[src/rtl/gcore_pkg.sv]
// Shared core types and constants for the fetch path.
package gcore_pkg;

  localparam int unsigned ADDR_W  = 8;
  localparam int unsigned INSTR_W = 16;

  typedef logic [ADDR_W-1:0] addr_t;

  localparam addr_t RST_PC = 8'h00;

  // Source of a PC redirect in the current cycle.
  typedef enum logic [1:0] {
    REDIR_NONE,
    REDIR_BRANCH,
    REDIR_REPLAY
  } redir_e;

endpackage

[src/rtl/fetchq_fifo.sv]
// Synchronous FIFO for tagged fetch words: push, pop, flush, occupancy count.
// Push and pop together are legal at any fill level, including full.
module fetchq_fifo #(
  parameter int unsigned DEPTH = 4,
  parameter int unsigned W     = 24
) (
  input  logic                   clk,
  input  logic                   rst,
  input  logic                   push,
  input  logic                   pop,
  input  logic                   flush,
  input  logic [W-1:0]           wdata,
  output logic [W-1:0]           rdata,
  output logic [$clog2(DEPTH):0] count
);

  localparam int unsigned PW = $clog2(DEPTH);

  logic [W-1:0]  mem [DEPTH];
  logic [PW-1:0] wr_ptr;
  logic [PW-1:0] rd_ptr;

  always_ff @(posedge clk) begin
    if (rst) begin
      wr_ptr <= '0;
      rd_ptr <= '0;
      count  <= '0;
      for (int unsigned i = 0; i < DEPTH; i++) begin
        mem[i] <= '0;
      end
    end else if (flush) begin
      wr_ptr <= '0;
      rd_ptr <= '0;
      count  <= '0;
    end else begin
      if (push) begin
        mem[wr_ptr] <= wdata;
        wr_ptr      <= wr_ptr + 1'b1;
      end
      if (pop) begin
        rd_ptr <= rd_ptr + 1'b1;
      end
      case ({push, pop})
        2'b10:   count <= count + 1'b1;
        2'b01:   count <= count - 1'b1;
        default: count <= count;
      endcase
    end
  end

  assign rdata = mem[rd_ptr];

endmodule

[src/rtl/fetch_queue.sv]
// Fetch stage: tags ROM words with their address, queues them for decode and
// steers the PC for branches and dropped-fetch replays. Optional FETCHQ_BYPASS_EN.
module fetch_queue
  import gcore_pkg::*;
#(
  parameter int unsigned DEPTH = 4,
  parameter int unsigned IW    = INSTR_W
) (
  input  logic              clk,
  input  logic              rst,
  input  logic [ADDR_W-1:0] pc_addr,
  output logic              pc_jump,
  output logic [ADDR_W-1:0] pc_jumpaddr,
  output logic [ADDR_W-1:0] imem_addr,
  input  logic [IW-1:0]     imem_data,
  input  logic              br_valid,
  input  logic [ADDR_W-1:0] br_target,
  output logic [IW-1:0]     instr,
  output logic [ADDR_W-1:0] instr_pc,
  output logic              instr_valid,
  input  logic              instr_ready
);

  localparam int unsigned          CW       = $clog2(DEPTH) + 1;
  localparam logic [CW-1:0]        FULL_CNT = CW'(DEPTH);

  logic                 if_valid;
  addr_t                if_pc;
  logic [CW-1:0]        count;
  logic [IW+ADDR_W-1:0] head;
  logic                 q_empty;
  logic                 pop;
  logic                 full;
  logic                 push;
  logic                 fifo_pop;
  logic                 bypass;
  redir_e               redir;

  assign imem_addr = pc_addr;
  assign q_empty   = (count == '0);
  assign pop       = instr_valid && instr_ready;
  assign full      = (count == FULL_CNT) && !pop;
  assign fifo_pop  = pop && !q_empty;

`ifdef FETCHQ_BYPASS_EN
  // An arriving word into an empty queue is shown straight away; it is only
  // written to storage if decode does not take it this cycle.
  assign bypass = if_valid && q_empty && !br_valid;
`else
  assign bypass = 1'b0;
`endif

  assign instr_valid = !q_empty || bypass;
  assign instr       = bypass ? imem_data : head[IW+ADDR_W-1:ADDR_W];
  assign instr_pc    = bypass ? if_pc     : head[ADDR_W-1:0];
  assign push        = if_valid && !full && !br_valid && !(bypass && pop);

  always_comb begin
    redir = REDIR_NONE;
    if (!rst) begin
      if (br_valid) begin
        redir = REDIR_BRANCH;
      end else if (if_valid && full) begin
        redir = REDIR_REPLAY;
      end
    end
    pc_jump     = (redir != REDIR_NONE);
    pc_jumpaddr = (redir == REDIR_REPLAY) ? if_pc : br_target;
  end

  // The address shown during a redirect cycle is never fetched for real.
  always_ff @(posedge clk) begin
    if (rst) begin
      if_valid <= 1'b0;
      if_pc    <= RST_PC;
    end else begin
      if_valid <= !pc_jump;
      if_pc    <= pc_addr;
    end
  end

  fetchq_fifo #(
    .DEPTH (DEPTH),
    .W     (IW + ADDR_W)
  ) u_fifo (
    .clk   (clk),
    .rst   (rst),
    .push  (push),
    .pop   (fifo_pop),
    .flush (br_valid),
    .wdata ({imem_data, if_pc}),
    .rdata (head),
    .count (count)
  );

endmodule

[config.mk]
export PLATFORM = sky130hd
export DESIGN_NAME = fetch_queue
export DESIGN_NICKNAME = d
export VERILOG_FILES = /design/src/rtl/gcore_pkg.sv /design/src/rtl/fetchq_fifo.sv /design/src/rtl/fetch_queue.sv
export SDC_FILE = /design/constraint.sdc
export NUM_CORES = 1
export LEC_CHECK = 0
export CAP_MARGIN = 25
export CORE_AREA = 2 2 134 136
export DETAILED_ROUTE_END_ITERATION = 6
export DIE_AREA = 0 0 136 138
export PLACE_DENSITY_LB_ADDON = 0.3
export SYNTH_ARGS = -nofsm -noshare
export SYNTH_HDL_FRONTEND = slang
export SYNTH_SLANG_ARGS = --single-unit
[constraint.sdc]
create_clock -name clk -period 3.75 [get_ports clk]
set_input_delay 1.125 -clock clk [delete_from_list [all_inputs] [get_ports clk]]
set_output_delay 1.125 -clock clk [all_outputs]
set_load 0.02 [all_outputs]
==> impl_metrics.toml, run 1 <==
[status]
status = "finished, violations left"
failed_checks = "negative setup slack"

[cells_and_area]
fin_nets = 478
area_growth_pct = 32.63
layout-drive-gt1-share_pct = 20.35
final_util_pct = 37.24
num-fill-cells = 1720
most-common-layout-cells = "nor2_1 (104), edfxtp_1 (96), clkdlybuf4s50_1 (66)"
stdcell_area_um2 = 6530
layout_commonest_cell = "nor2_1"
diodes = 0

[sta]
tightest_slew_ns = 0.4944
setup_ws_ns = -0.008308
hold_viol_final = 0
slew_headroom_pct = 66.62
setup_viol = 8
max_freq_mhz = 266.1
period_share_pct = 100.2
setup_tns_ns = -0.04342
layout_min_cycle_time_ns = 3.758
fin_skew_ns = 0.01003
final_max_slew_viol_count = 0
timing.hold.ws_ns = 0.5263
grt_setup_unrepaired = "true"

[global_route]
grt_antenna_before_repair = 0
grt_pass1_vias = 3237
grtUsageMet1_pct = 15.86
grt_max_degree = 38
grt_pass1_wl_um = 17570
grtUsageMet3_pct = 4.730
overflow = 0
grt_usage_pct = 12.63
busiest_layer = "met2"
grt_use_met2_pct = 20.15

[setup_path]
path_class = "primary input to output port"
worstPathRequired_ns = 2.62
critical_path_depth = 5
worst-path-max-fanout = 8
rr_worst_depth = 9
r2r_setup_slack_ns = 1.36
critPathLaunchType = "primary input"
crit_path_top_delay_cell = "or4b_4"
crit_start = "instr_ready"
critPathMostFrequentCell = "buf_6"
crit_chain = "buf_6 > or4b_4 > or3_4 > mux2_4 > buf_6"
r2r-end = "u_fifo.count[2]"
critPathTopFamily = "simple AND/OR/NAND/NOR gates"
critPathCaptureType = "output port"
cp_slowest_stage_delay_ns = 0.51
crit_buf_inv = 2
r2r_start = "u_fifo.count[0]"
crit_path_end = "pc_jumpaddr[7]"
arrival_ns = 2.63

[power]
p_per_area_nw_per_um2 = 463.3
ir_worst_vdd_v = 0.0001882
p_leak_uw = 0.002277

[logic_synthesis]
synth_compound_area_share_pct = 1.423
ys.flop_type = "edfxtp_1"
yosys.area_share.simple_pct = 14.43
synth_top_area_share_pct = 58.55
yosys.area.top_type = "edfxtp_1"
syn_area_per_cell_um2 = 13.99
synth-adder-area-share_pct = 0.6607
synth-edff-count = 96
synth-seq-cells = 114
synth_area_um2 = 4923
synth_warnings = 0
synth_mux_area_share_pct = 13.42
synth_cell_types = 31
synthesis.nets = 390
yosysSeqAreaShare_pct = 65.87
syn_inst = 352
synth_top_family_by_area = "simple AND/OR/NAND/NOR gates"
synth_area_leaders = "edfxtp_1 (59%), mux4_2 (11%), nor2_1 (7.9%), dfxtp_1 (7.3%), nand2b_1 (3.4%)"
synth_xor_area_share_pct = 0.7116
async_flop_share_pct = 0

[clock_network]
cts_hold_buf = 0
cts_tree = "built"
clock_latency_ns = 0.41
cts_max_level = 4
cts_sinks = 114
root_buffer = "clkbuf_16"
numCtsBuffers = 17
clk_pin_slew_ns = 0.05
clockBufferDepth = 2

[detailed_routing]
detail_route.wl_per_cell_um = 16.32
postRouteWirelength_um = 11110
vias = 3021
drt_pass1_iterations = 4
viasPerCell = 4.436
drtAntennaViolNets = 0
route.detailed.drc = 0
drtIter0Drc = 172

[place]
post-place-ws_ns = -0.8235
dpl_cell_area_um2 = 6027
dp_hpwl_um = 6775
port_buffers = 77
gp_congestion = 0.7332

[floorplan]
num_rows = 49
die_area_um2 = 18770
start_util_pct = 28.08
die_w_um = 136
coreArea_um2 = 17530
fp.dieH_um = 138
ios = 78

[min_path]
hold_start = "u_fifo.rd_ptr[1]"
holdCritPathClass = "flop to flop"

[flow_run]
maxCapViolCount = 0
## tightest hold or removal path: cells and delay by family (launching register included)
kind / cells / cell delay (ns)
and+or+nand+nor: 1 / 0.10
DFF: 1 / 0.32
xor gates and xnor gates: 1 / 0.06
## repair_timing
action / CTS / global route
resized for setup: 60 / 1
setup buffers: 0 / 0
endpoints found under the hold margin: 0 / 0
pin swaps: 2 / 0
setup endpoints to repair: 9 / 9
## how the worst min path moves through the flow
| stage | end | slack [ns] | cells past startpoint |
|---|---|---|---|
| 2_1_floorplan | flop | 0.48 | 2 |
| 3_3_place_gp | u_fifo.wr_ptr[0] | 0.51 | 2 |
| 3_5_place_dp | flop | 0.51 | 2 |
| 4_1_cts | u_fifo.wr_ptr[0] | 0.53 | 2 |
| 5_1_grt | u_fifo.wr_ptr[0] | 0.57 | 2 |
| 6_report | flop | 0.53 | 2 |
## Yosys cell counts (2+ instances only)
| master | count |
|---|---|
| buf_4 | 8 |
| clkbuf_1 | 15 |
| mux2_4 | 8 |
| nor2_1 | 104 |
| nand2b_1 | 27 |
| buf_2 | 5 |
| or3_1 | 6 |
| nor2b_1 | 8 |
| edfxtp_1 | 96 |
| nand2_1 | 2 |
| dfxtp_1 | 18 |
| mux4_2 | 24 |
| xor2_1 | 3 |
| inv_1 | 4 |
| o21ai_0 | 3 |
| a21oi_1 | 6 |
## report_power, final
group	internal [µW]	total, µW	switching [µW]
combinational	126	253	127
sequential	1420	1440	15.4
clock	824	1330	507
total	2380	3030	650
## registers in the layout (all words and copies together), names as in the netlist, named ones only
signal         flops
if_pc              8
u_fifo.wr_ptr      2
u_fifo.count       3
u_fifo.mem        96
if_valid           1
u_fifo.rd_ptr      2
## routing by layer
metal | vias up | routed length [µm]
met1 | 1500 | 4959
met4 | 0 | 147
met5 | - | 0
li1 | 1424 | -
met3 | 12 | 606
met2 | 85 | 5401
## final cells by class
type / instances / area (µm²) / area share (%)
well taps: 229 / 286.5 / 4.388
clock buffers: 23 / 447.9 / 6.860
multi-input cells: 204 / 1526 / 23.38
clock inverters: 8 / 40.04 / 0.6131
repair buffers: 99 / 969.7 / 14.85
flip-flops and latches: 114 / 3244 / 49.68
inverters: 4 / 15.01 / 0.2299
## metrics by stage
stage	power [µW]	instances
floorplan	1588	352
global placement	1717	651
detailed placement	1720	651
CTS	3059	682
global route	3138	681
finish	3025	681
## cells by family (layout without fill, tap and decap cells)
kind of cell	Yosys count	after routing
and+or+nand+nor	154	154
DFF	114	114
buffers and inverters	34	134
muxes	32	32
AOI/OAI and AO/OA	12	12
xor gates and xnor gates	4	4
adders and majority gates	2	2
(Power assumes the default switching activity.)
==> inputs of run 2 (changes only) <==
ABC_AREA = 1   (was unset)
CORE_AREA = 2 2 137 139   (was 2 2 134 136)
DIE_AREA = 0 0 139 141   (was 0 0 136 138)
==> run 2 against run 1 <==
The run now ends clean. Power up 9.0%. Utilization down 0.15 points. Sequential cell count unchanged. Cell area up 3.8%. Clock-buffer cell count down 1. Maximum frequency up 3.2%. Worst setup slack better by 0.12 ns. Register-to-register slack better by 0.33 ns. Clock power up 18%. Critical endpoint is now pc_jumpaddr[4]. Largest cell class unchanged. Largest power group is now clock.
==> impl_metrics.toml, run 2 <==
[place]
dp_hpwl_um = 7822
port_buffers = 77
gp_congestion = 0.7754

[global_route]
overflow = 0
grt_antenna_before_repair = 0
grt_usage_pct = 13.16
grt_max_degree = 42
grt_pass1_vias = 3858
grt_pass1_wl_um = 19960

[setup_path]
cp_slowest_stage_delay_ns = 0.43
worstPathRequired_ns = 2.62
crit_chain = "clkdlybuf4s50_1 > inv_2 > nand2_4 > nor2_8 > nand3_4 > o21ai_1 > dlygate4sd2_1"
crit_path_top_delay_cell = "clkdlybuf4s50_1"
critPathCaptureType = "output port"
path_class = "primary input to output port"
arrival_ns = 2.52
worst-path-max-fanout = 17
critPathLaunchType = "primary input"

[logic_synthesis]
syn_inst = 494
yosysSeqAreaShare_pct = 62.93
ys.flop_type = "edfxtp_1"
synth_top_area_share_pct = 55.94
synth_area_um2 = 5154
synth-seq-cells = 114
syn_area_per_cell_um2 = 10.43
synthesis.nets = 532
synth-edff-count = 96
synth_area_leaders = "edfxtp_1 (56%), nor2_1 (9.8%), dfxtp_1 (7.0%), o21ai_0 (5.2%), inv_1 (3.8%)"
synth_warnings = 0
yosys.area.top_type = "edfxtp_1"
synth_cell_types = 28
synth_common_cells = "nor2_1 (134), edfxtp_1 (96), o21ai_0 (54)"
synth_most_common_cell = "nor2_1"
async_flop_share_pct = 0

[floorplan]
die_area_um2 = 19600
num_rows = 50
ios = 78
coreArea_um2 = 18270
die_w_um = 139
start_util_pct = 28.21
fp.dieH_um = 141

[sta]
max_freq_mhz = 274.7
setup_viol = 0
timing.hold.ws_ns = 0.4800
grt_setup_unrepaired = "false"
layout_min_cycle_time_ns = 3.641
fin_skew_ns = 0.006043
final_max_slew_viol_count = 0
slew_headroom_pct = 63.59
hold_viol_final = 0
period_share_pct = 97.09
setup_tns_ns = 0
tightest_slew_ns = 0.5455

[clock_network]
root_buffer = "clkbuf_16"
numCtsBuffers = 17
cts_hold_buf = 0
cts_sinks = 114
clock_latency_ns = 0.40
cts_tree = "built"
clockBufferDepth = 2
clk_pin_slew_ns = 0.05
cts_max_level = 4

[power]
p_leak_uw = 0.002693
power_frac_comb_pct = 8.4
switchingPower_uw = 707.7
p_clk_share_pct = 47.7
p_per_area_nw_per_um2 = 486.6
ir_worst_vdd_v = 0.0002888
p_seq_share_pct = 43.9
power.internal_uw = 2589
switching_share_pct = 21.47
totalPowerFinal_uw = 3297

[flow_run]
maxCapViolCount = 0

[cells_and_area]
num-fill-cells = 1811
seqCellArea_um2 = 3243
area_growth_pct = 31.49
largest_reg_flops = 96
most-common-layout-cells = "nor2_1 (134), edfxtp_1 (96), clkdlybuf4s50_1 (68)"
largestRegisters = "u_fifo.mem (96), if_pc (8), u_fifo.count (3)"
final_util_pct = 37.10
regMostFlops = "u_fifo.mem"
diodes = 0
layout-drive-gt1-share_pct = 13.07
multiInputGateArea_um2 = 1503
fin_nets = 614
layout_commonest_cell = "nor2_1"

[detailed_routing]
vias = 3718
route.detailed.drc = 0
viasPerCell = 4.518
drtAntennaViolNets = 0
drtIter0Drc = 291
drt_pass1_iterations = 4
postRouteWirelength_um = 12350
detail_route.wl_per_cell_um = 15.01

[min_path]
holdCritPathClass = "flop to flop"

[status]
status = "completed"
[run 2: cell count changes after synthesis, sizes merged, moves of 24 or more]
cell    delta
nand2b    -27
mux4      -24
nand2     +24
nor2      +33
o21ai     +59
o22ai     +24
nand3     +28
inv       +52
[run 2: repair_timing]
action / in CTS / in global routing
endpoints found under the hold margin: 0 / 0
resized for setup: 9 / 7
setup endpoints to repair: 9 / 4
setup buffers: 0 / 0
[run 2: critical path, delay by kind of cell]
kind            cells  cell delay [ns]
compound gates      1             0.18
simple gates        3             0.33
buf+inv             3             0.87
[run 2: per-layer routing]
metal,global-route usage [%],routed length [µm]
met5,0,0
met4,5.795,218
met3,2.208,491
met2,22.48,6107
met1,16.50,5534
[run 2: cell families (layout without fill, tap and decap cells)]
logic type / after synthesis / after routing / share of synthesized area, %
AND/OR/NAND/NOR: 194 / 194 / 18.65
flip-flops: 114 / 114 / 62.93
AO/OA/AOI/OAI: 92 / 92 / 9.565
buffers and inverters: 91 / 186 / 8.060
adder cells (fa/ha/maj): 2 / 2 / 0.6312
XOR/XNOR: 1 / 1 / 0.1700
[run 2: power groups by stage]
| stage | clock network [µW] | registers [µW] | logic [µW] |
|---|---|---|---|
| final | 1570 | 1450 | 278 |
| after global routing | 1660 | 1450 | 304 |
| after CTS | 1600 | 1450 | 284 |
| after detailed placement | 0 | 1470 | 287 |
| after global placement | 0 | 1470 | 284 |
| after floorplan | 0 | 1470 | 143 |
[run 2: final timing paths]
path | to | slack (ns) | cells past startpoint | from
setup / recovery | pc_jumpaddr[4] | 0.11 | 7 | rst
hold reg to reg | u_fifo.count[2] | 0.48 | 2 | u_fifo.count[2]
hold / removal | u_fifo.count[2] | 0.48 | 2 | u_fifo.count[2]
setup reg to reg | u_fifo.count[2] | 1.69 | 12 | u_fifo.count[2]
[run 2: layout make-up]
| type | instances | share of cell area, % |
|---|---|---|
| sequential | 114 | 47.86 |
| multi-input combinational | 289 | 22.18 |
| timing repair buffer | 98 | 13.83 |
| clock buffer | 22 | 7.164 |
| tap | 234 | 4.321 |
| inverter | 56 | 3.102 |
| clock inverter | 10 | 1.551 |
[run 2: metrics by stage]
step / cells / area, µm² / setup WS (ns)
2_1_floorplan: 494 / 5154 / 0.07124
3_3_place_gp: 791 / 6202 / -0.1736
3_5_place_dp: 791 / 6202 / -0.2012
4_1_cts: 823 / 6782 / 0.07702
5_1_grt: 823 / 6777 / 0.004288
6_report: 823 / 6777 / 0.1091
